===== src/rtl/nibble_serial_addsub_pkg.sv =====
// Shared definitions for the nibble-serial adder/subtractor: slice width,
// default slice count and the controller state encoding.
package nibble_serial_addsub_pkg;

    localparam int NIBBLE_W        = 4;
    localparam int NIBBLES_DEFAULT = 4;

    typedef enum logic [1:0] {
        ST_IDLE = 2'd0,
        ST_RUN  = 2'd1,
        ST_DONE = 2'd2
    } state_t;

endpackage


===== src/rtl/nibble_serial_addsub_slice.sv =====
// One 4-bit add/subtract slice; subtraction inverts b and relies on the
// caller seeding the carry chain with 1.
module nibble_addsub_slice
    import nibble_serial_addsub_pkg::*;
(
    input  logic [NIBBLE_W-1:0] i_a,
    input  logic [NIBBLE_W-1:0] i_b,
    input  logic                i_m,
    input  logic                i_cin,
    output logic [NIBBLE_W-1:0] o_sum,
    output logic                o_cout,
    output logic                o_c3
);

    logic [NIBBLE_W-1:0] w_b_eff;
    logic [NIBBLE_W:0]   w_full;
    logic [NIBBLE_W-1:0] w_low;

    assign w_b_eff = i_b ^ {NIBBLE_W{i_m}};
    assign w_full  = {1'b0, i_a} + {1'b0, w_b_eff} + {{NIBBLE_W{1'b0}}, i_cin};
    // Carry into the top bit, needed for signed overflow on the last slice.
    assign w_low   = {1'b0, i_a[NIBBLE_W-2:0]} + {1'b0, w_b_eff[NIBBLE_W-2:0]}
                   + {{(NIBBLE_W-1){1'b0}}, i_cin};

    assign o_sum  = w_full[NIBBLE_W-1:0];
    assign o_cout = w_full[NIBBLE_W];
    assign o_c3   = w_low[NIBBLE_W-1];

endmodule


===== src/rtl/nibble_serial_addsub.sv =====
// Nibble-serial add/subtract: one 4-bit slice per cycle, LSB nibble first,
// result held with a valid/ready handshake.
//   state   | meaning
//   IDLE    | waiting for an operation, in_ready high
//   RUN     | processing slice r_idx
//   DONE    | result valid, waiting for out_ready
module nibble_serial_addsub
    import nibble_serial_addsub_pkg::*;
#(
    parameter  int NIBBLES = NIBBLES_DEFAULT,
    localparam int W       = NIBBLE_W * NIBBLES
) (
    input  logic         clk,
    input  logic         rst_n,
    input  logic         in_valid,
    output logic         in_ready,
    input  logic [W-1:0] a,
    input  logic [W-1:0] b,
    input  logic         m,
    output logic         out_valid,
    input  logic         out_ready,
    output logic [W-1:0] sum,
    output logic         cout,
    output logic         v,
    output logic         zero,
    output logic         busy
);

    localparam int IDX_W = (NIBBLES > 1) ? $clog2(NIBBLES) : 1;
    localparam logic [IDX_W-1:0] LAST_IDX = IDX_W'(NIBBLES - 1);

    state_t              r_state;
    state_t              w_state_next;
    logic [W-1:0]        r_a;
    logic [W-1:0]        r_b;
    logic [W-1:0]        r_sum;
    logic                r_m;
    logic                r_carry;
    logic                r_cout;
    logic                r_v;
    logic                r_zero;
    logic [IDX_W-1:0]    r_idx;

    logic [NIBBLE_W-1:0] w_a_nib;
    logic [NIBBLE_W-1:0] w_b_nib;
    logic [NIBBLE_W-1:0] w_slice_sum;
    logic                w_slice_cout;
    logic                w_slice_c3;
    logic [W-1:0]        w_sum_next;
    logic                w_accept;
    logic                w_last;

    assign in_ready  = (r_state == ST_IDLE) && rst_n;
    assign w_accept  = in_valid && in_ready;
    assign w_last    = (r_idx == LAST_IDX);

    always_comb begin
        w_a_nib = '0;
        w_b_nib = '0;
        for (int k = 0; k < NIBBLES; k++) begin
            if (r_idx == IDX_W'(k)) begin
                w_a_nib = r_a[k*NIBBLE_W +: NIBBLE_W];
                w_b_nib = r_b[k*NIBBLE_W +: NIBBLE_W];
            end
        end
    end

    nibble_addsub_slice u_slice (
        .i_a    (w_a_nib),
        .i_b    (w_b_nib),
        .i_m    (r_m),
        .i_cin  (r_carry),
        .o_sum  (w_slice_sum),
        .o_cout (w_slice_cout),
        .o_c3   (w_slice_c3)
    );

    // Full-width view including the slice being written, so zero covers all nibbles.
    always_comb begin
        w_sum_next = r_sum;
        for (int k = 0; k < NIBBLES; k++) begin
            if (r_idx == IDX_W'(k)) begin
                w_sum_next[k*NIBBLE_W +: NIBBLE_W] = w_slice_sum;
            end
        end
    end

    always_ff @(posedge clk) begin
        if (!rst_n) begin
            r_state <= ST_IDLE;
        end else begin
            r_state <= w_state_next;
        end
    end

    always_comb begin
        w_state_next = r_state;
        case (r_state)
            ST_IDLE: if (w_accept)  w_state_next = ST_RUN;
            ST_RUN:  if (w_last)    w_state_next = ST_DONE;
            ST_DONE: if (out_ready) w_state_next = ST_IDLE;
            default:                w_state_next = ST_IDLE;
        endcase
    end

    always_ff @(posedge clk) begin
        if (!rst_n) begin
            r_a     <= '0;
            r_b     <= '0;
            r_m     <= 1'b0;
            r_idx   <= '0;
            r_carry <= 1'b0;
            r_sum   <= '0;
            r_cout  <= 1'b0;
            r_v     <= 1'b0;
            r_zero  <= 1'b0;
        end else begin
            case (r_state)
                ST_IDLE: begin
                    if (w_accept) begin
                        r_a     <= a;
                        r_b     <= b;
                        r_m     <= m;
                        r_idx   <= '0;
                        r_carry <= m;
                        r_sum   <= '0;
                        r_cout  <= 1'b0;
                        r_v     <= 1'b0;
                        r_zero  <= 1'b0;
                    end
                end
                ST_RUN: begin
                    r_sum   <= w_sum_next;
                    r_carry <= w_slice_cout;
                    if (w_last) begin
                        r_cout <= w_slice_cout;
                        r_v    <= w_slice_cout ^ w_slice_c3;
                        r_zero <= (w_sum_next == '0);
                        r_idx  <= '0;
                    end else begin
                        r_idx  <= r_idx + IDX_W'(1);
                    end
                end
                default: ;
            endcase
        end
    end

    assign out_valid = (r_state == ST_DONE);
    assign busy      = (r_state != ST_IDLE);
    assign sum       = r_sum;
    assign cout      = r_cout;
    assign v         = r_v;
    assign zero      = r_zero;

endmodule


===== config.mk =====
export PLATFORM = sky130hd
export DESIGN_NAME = nibble_serial_addsub
export DESIGN_NICKNAME = d
export VERILOG_FILES = /design/src/rtl/nibble_serial_addsub_pkg.sv /design/src/rtl/nibble_serial_addsub_slice.sv /design/src/rtl/nibble_serial_addsub.sv
export SDC_FILE = /design/constraint.sdc
export NUM_CORES = 1
export LEC_CHECK = 0
export BUFFER_PORTS_ARGS = -buffer_cell sky130_fd_sc_hd__buf_2
export CAP_MARGIN = 10
export CORE_MARGIN = 2
export CORE_UTILIZATION = 56
export DETAILED_ROUTE_END_ITERATION = 16
export GPL_TIMING_DRIVEN = 0
export HOLD_SLACK_MARGIN = 0.08
export PLACE_DENSITY = 0.92
export SLEW_MARGIN = 10
export SYNTH_ARGS = -nofsm -noshare
export SYNTH_HDL_FRONTEND = slang
export SYNTH_HIERARCHICAL = 1
export SYNTH_SLANG_ARGS = --single-unit
export TNS_END_PERCENT = 10

===== constraint.sdc =====
create_clock -name clk -period 8.25 [get_ports clk]
set_clock_uncertainty 0.1 [all_clocks]
set_input_delay 2.0625 -clock clk [delete_from_list [all_inputs] [get_ports clk]]
set_output_delay 2.0625 -clock clk [all_outputs]
set_load 0.005 [all_outputs]

After elaboration in Yosys (flattened, before gate mapping)
Index checks and enable logic that the tools add are counted.
- bits in registers: 57
- input port bits: 37
- output and inout port bits: 22
- logic and storage cells: 66
- add/subtract/negate cells: 5
- equal/unequal tests: 8
- muxes and demuxes: 30
- bitwise gates (word level): 2
- reduce and logical (&&, ||, !) cells: 11
- operators with widths (operator ; count):
    $mux 4 ; 12
    $pmux 16 s2 ; 1
    $logic_not 16->1 ; 1
    $mux 16 ; 1
    $mux 2 ; 5
    $pmux 1 s2 ; 4
    $eq 2x2->1 const B ; 3
    $pmux 2 s3 ; 1
    $reduce_and 3->1 ; 2
    $add 4x4->5 ; 1
    $add 5x1->5 ; 1
    $mux 1 ; 5
    $add 3x3->4 ; 1
    $add 4x1->4 ; 1
    $eq 2x1->1 const B ; 2
    $logic_not 2->1 ; 2
    $ne 2x2->1 const B ; 2
    $pmux 2 s2 ; 1
    $reduce_and 2->1 ; 2
    $reduce_bool 2->1 ; 2
    $xor 4x4->4 ; 1
    $add 2x1->2 const B ; 1
    $logic_and 1x1->1 ; 2
    $ne 2x1->1 const B ; 1
    $xor 1x1->1 ; 1

Depth between registers and ports, before layout
- depth in word-level cells: 12
- depth in mapped cells: 17
- depth with buffers taken out: 15

Cells and area by module
The synthesis kept the hierarchy.
- modules (own cells, without submodules) (module ; instances ; cells each ; area each (µm²)):
    nibble_serial_addsub ; 1 ; 333 ; 2610.0
    nibble_addsub_slice ; 1 ; 16 ; 160.2

Worst setup path before layout
Ideal clock, no wire load.
- path kind: input-to-output
- from: input port rst_n
- to: output port in_ready
- data arrival time: 2.612 ns
- path slack: 3.476 ns
- stages: 4
- buffers on the path: 2
- cells stage by stage: buf_6 -> inv_2 -> clkbuf_1 -> nor2_1
- cells in the longest elaborated chain, start to end: 1
- RTL lines (item ; line ; text):
    start, declared ; nibble_serial_addsub.sv:14 ; input logic rst_n,
    $logic_and 1x1->1 ; nibble_serial_addsub.sv:53 ; assign in_ready = (r_state == ST_IDLE) && rst_n;
    end, declared ; nibble_serial_addsub.sv:16 ; output logic in_ready,
No other way between the ends.

Worst setup path after layout
Ends and elaborated chain as after synthesis.

==> flow_metrics.env <==
export IMPL_start_util=0.583
export IMPL_wirelength_mm=7.19
export IMPL_rsz0062_at_grt="false"
export IMPL_yosys_warnings=6
export IMPL_power_leakage_nw=1.46
export IMPL_outcome="finished clean"
export IMPL_min_from="r_b[4]"
export IMPL_synth_area_um2=2770
export IMPL_die_area_um2=5520
export IMPL_grt_overflow_total=0
export IMPL_vias=2762
export IMPL_dieWidth_um=74.3
export IMPL_drtPass1Iterations=5
export IMPL_fin_nets=464
export IMPL_report_final_slew_viol_count=0
export IMPL_finalSetupViolations=0
export IMPL_cts_made_buffers=9
export IMPL_ant_nets=0
export IMPL_grt_usage=0.288
export IMPL_final_cells=490
export IMPL_synth_top_cells_by_area="dfxtp_1 (41%), nand2_1 (12%), o21ai_1 (7.2%)"
export IMPL_cts_tree="done"
export IMPL_drtIter0Drc=223
export IMPL_cts_root_buf="clkbuf_8"
export IMPL_fmax_mhz=193
export IMPL_grt_first_pass_wirelength_mm=12.0
export IMPL_yosysTopAreaCellShare=0.412
export IMPL_area_growth_pct=21.0
export IMPL_reg2reg_from="r_idx[0]"
export IMPL_antenna_found_initial=0
export IMPL_path_clk_slew_ps=60
export IMPL_crit_fanout=10
export IMPL_peakVddDrop_mv=0.109
export IMPL_reg2reg_to="zero"
export IMPL_diodes=0
export IMPL_drc=0
export IMPL_synth_cell_types=44
export IMPL_syn_avg_cell_area_um2=7.94
export IMPL_synth_fp_nets=395
export IMPL_whs_endpoint="r_b[4]"
export IMPL_layout_min_cycle_time_ps=5180
export IMPL_seq_area_frac_synth=0.412
export IMPL_worst_pin_slew_ps=683
export IMPL_fill_cells=415
export IMPL_hold_violations=0
export IMPL_critPathKind="input pin to primary output"
export IMPL_cp_required_ps=6090
export IMPL_dp_cells=474
export IMPL_hold_path_class="flip-flop to flip-flop"
export IMPL_start_kind="input pin"
export IMPL_first_global_vias=2653
export IMPL_total_power_uw=727
export IMPL_gp_congestion=0.857
export IMPL_min_period_over_period=0.628
export IMPL_whs_path_depth=2
export IMPL_relSlewSlack=0.543
export IMPL_io_pins=59
export IMPL_r2r_cells=17
export IMPL_cts_resized=0
export IMPL_clkLatencyLatePin_ps=340
export IMPL_clk_path_buf_depth=2
export IMPL_powerDensity_nw_per_um2=217
export IMPL_portBuffers=58
export IMPL_ctsHoldBuffers=0
export IMPL_grt_max_degree=11
export IMPL_numClockSinks=57
export IMPL_cp_startpoint="rst_n"
export IMPL_critPathCaptureType="primary output"
export IMPL_cp_arrival_ps=3020
export IMPL_synth_edf_count=0
export IMPL_postSynthCellCount=349
export IMPL_row_count=25
export IMPL_synthArstFlopShare=0
export IMPL_holdWs_ps=353
export IMPL_tns_ps=0
export IMPL_core_area_um2=4750
export IMPL_hpwl_mm=5.12
export IMPL_drv_cap=0
export IMPL_die_h_um=74.3
export IMPL_drive_gt1_frac=0.217
export IMPL_reg2reg_slack_ps=3780
export IMPL_drt_vias_per_instance=5.64
export IMPL_routedWlPerCell_um=14.7
export IMPL_fin_util=0.705
export IMPL_synth_flop_cell="dfxtp_1"
export IMPL_htree_levels=3
export IMPL_yosysTopAreaCell="dfxtp_1"
export IMPL_post_cts_repair_setup_buffers=0
export IMPL_synth_seq_cells=57
[worst max path at each step]
stage,end,cells after the start
after floorplan,in_ready,4
after global placement,in_ready,6
after detailed placement,in_ready,6
after CTS,in_ready,6
after global routing,in_ready,6
final,in_ready,6
[sequential cells by signal, summed over array words and instances (netlist names)]
register / count
sum: 16
r_m: 1
r_carry: 1
zero: 1
r_a: 16
r_idx: 2
cout: 1
v: 1
r_state: 2
r_b: 16
[layer usage]
layer	track usage	share of wire	vias up
met1	0.359	0.43	1271
met3	0.0881	0.068	21
met2	0.454	0.48	137
met4	0.145	0.028	0
met5	0	0	-
li1	-	-	1333
[worst max-delay path: stages]
cell	delay (ps)
buf_2	110
buf_6	140
inv_2	90
clkbuf_1	380
nor2_1	90
buf_2	140
[final cells by class]
| type | instances | area [um2] | share of cell area |
|---|---|---|---|
| Sequential cell | 57 | 1140 | 0.340 |
| Buffer | 30 | 154 | 0.0459 |
| Clock inverter | 2 | 35.0 | 0.0105 |
| Tap cell | 67 | 83.8 | 0.0250 |
| Clock buffer | 14 | 173 | 0.0515 |
| Timing Repair Buffer | 58 | 290 | 0.0866 |
| Multi-Input combinational cell | 257 | 1460 | 0.434 |
| Inverter | 5 | 18.8 | 0.00560 |
[synthesized netlist by cell type (2+ instances only)]
| master | count |
|---|---|
| xor2_1 | 7 |
| a21o_1 | 2 |
| nand2b_1 | 2 |
| buf_2 | 6 |
| nand2_1 | 86 |
| nand3_1 | 2 |
| or2b_1 | 2 |
| fa_1 | 2 |
| nor2b_1 | 2 |
| a32oi_1 | 12 |
| buf_4 | 5 |
| buf_6 | 2 |
| nand3b_1 | 9 |
| a21oi_1 | 20 |
| o21ai_1 | 40 |
| nor2_1 | 28 |
| dfxtp_1 | 57 |
| inv_1 | 4 |
| ha_1 | 7 |
| clkbuf_1 | 16 |
| or3b_1 | 3 |
| mux2i_1 | 5 |
| a22oi_1 | 9 |
[cells in the final DEF (no fill, tap or decap), types with 2 or more instances in the layout]
master    instances
nor2_1           28
o21ai_1          40
a32oi_1          12
or2b_1            2
a21oi_1          20
fa_1              2
nand2b_1          2
dfxtp_1          57
nand3_1           2
nor2b_1           2
a22oi_1           9
a21o_1            2
or3b_1            3
clkbuf_8         12
mux2i_1           5
nand2_1          86
nand3b_1          9
clkbuf_1         18
buf_6             2
xor2_1            7
buf_2            64
buf_4             5
ha_1              7
inv_1             4
[power breakdown]
part / total [mW] / leakage [nW] / internal (mW) / switching [mW]
Sequential: 0.305 / 0.466 / 0.293 / 0.0119
Clock: 0.276 / 0.107 / 0.164 / 0.112
Combinational: 0.146 / 0.889 / 0.0577 / 0.0888
Total: 0.727 / 1.46 / 0.515 / 0.213
[per-stage QoR]
step | worst slack, ps | cell area, um2
floorplan | 3480 | 2770
global placement | 3080 | 3140
detailed placement | 3080 | 3140
CTS | 3080 | 3350
global route | 2970 | 3350
finish | 3070 | 3350
[logic make-up after synthesis]
logic type / after synthesis / share of synthesized area
DFF: 57 / 0.412
xor gates and xnor gates: 7 / 0.0221
muxes: 5 / 0.0181
adders and majority gates: 9 / 0.0461
AOI/OAI and AO/OA: 92 / 0.203
and+or+nand+nor: 144 / 0.236
buffers and inverters: 35 / 0.0623
(Power assumes the default switching activity.)
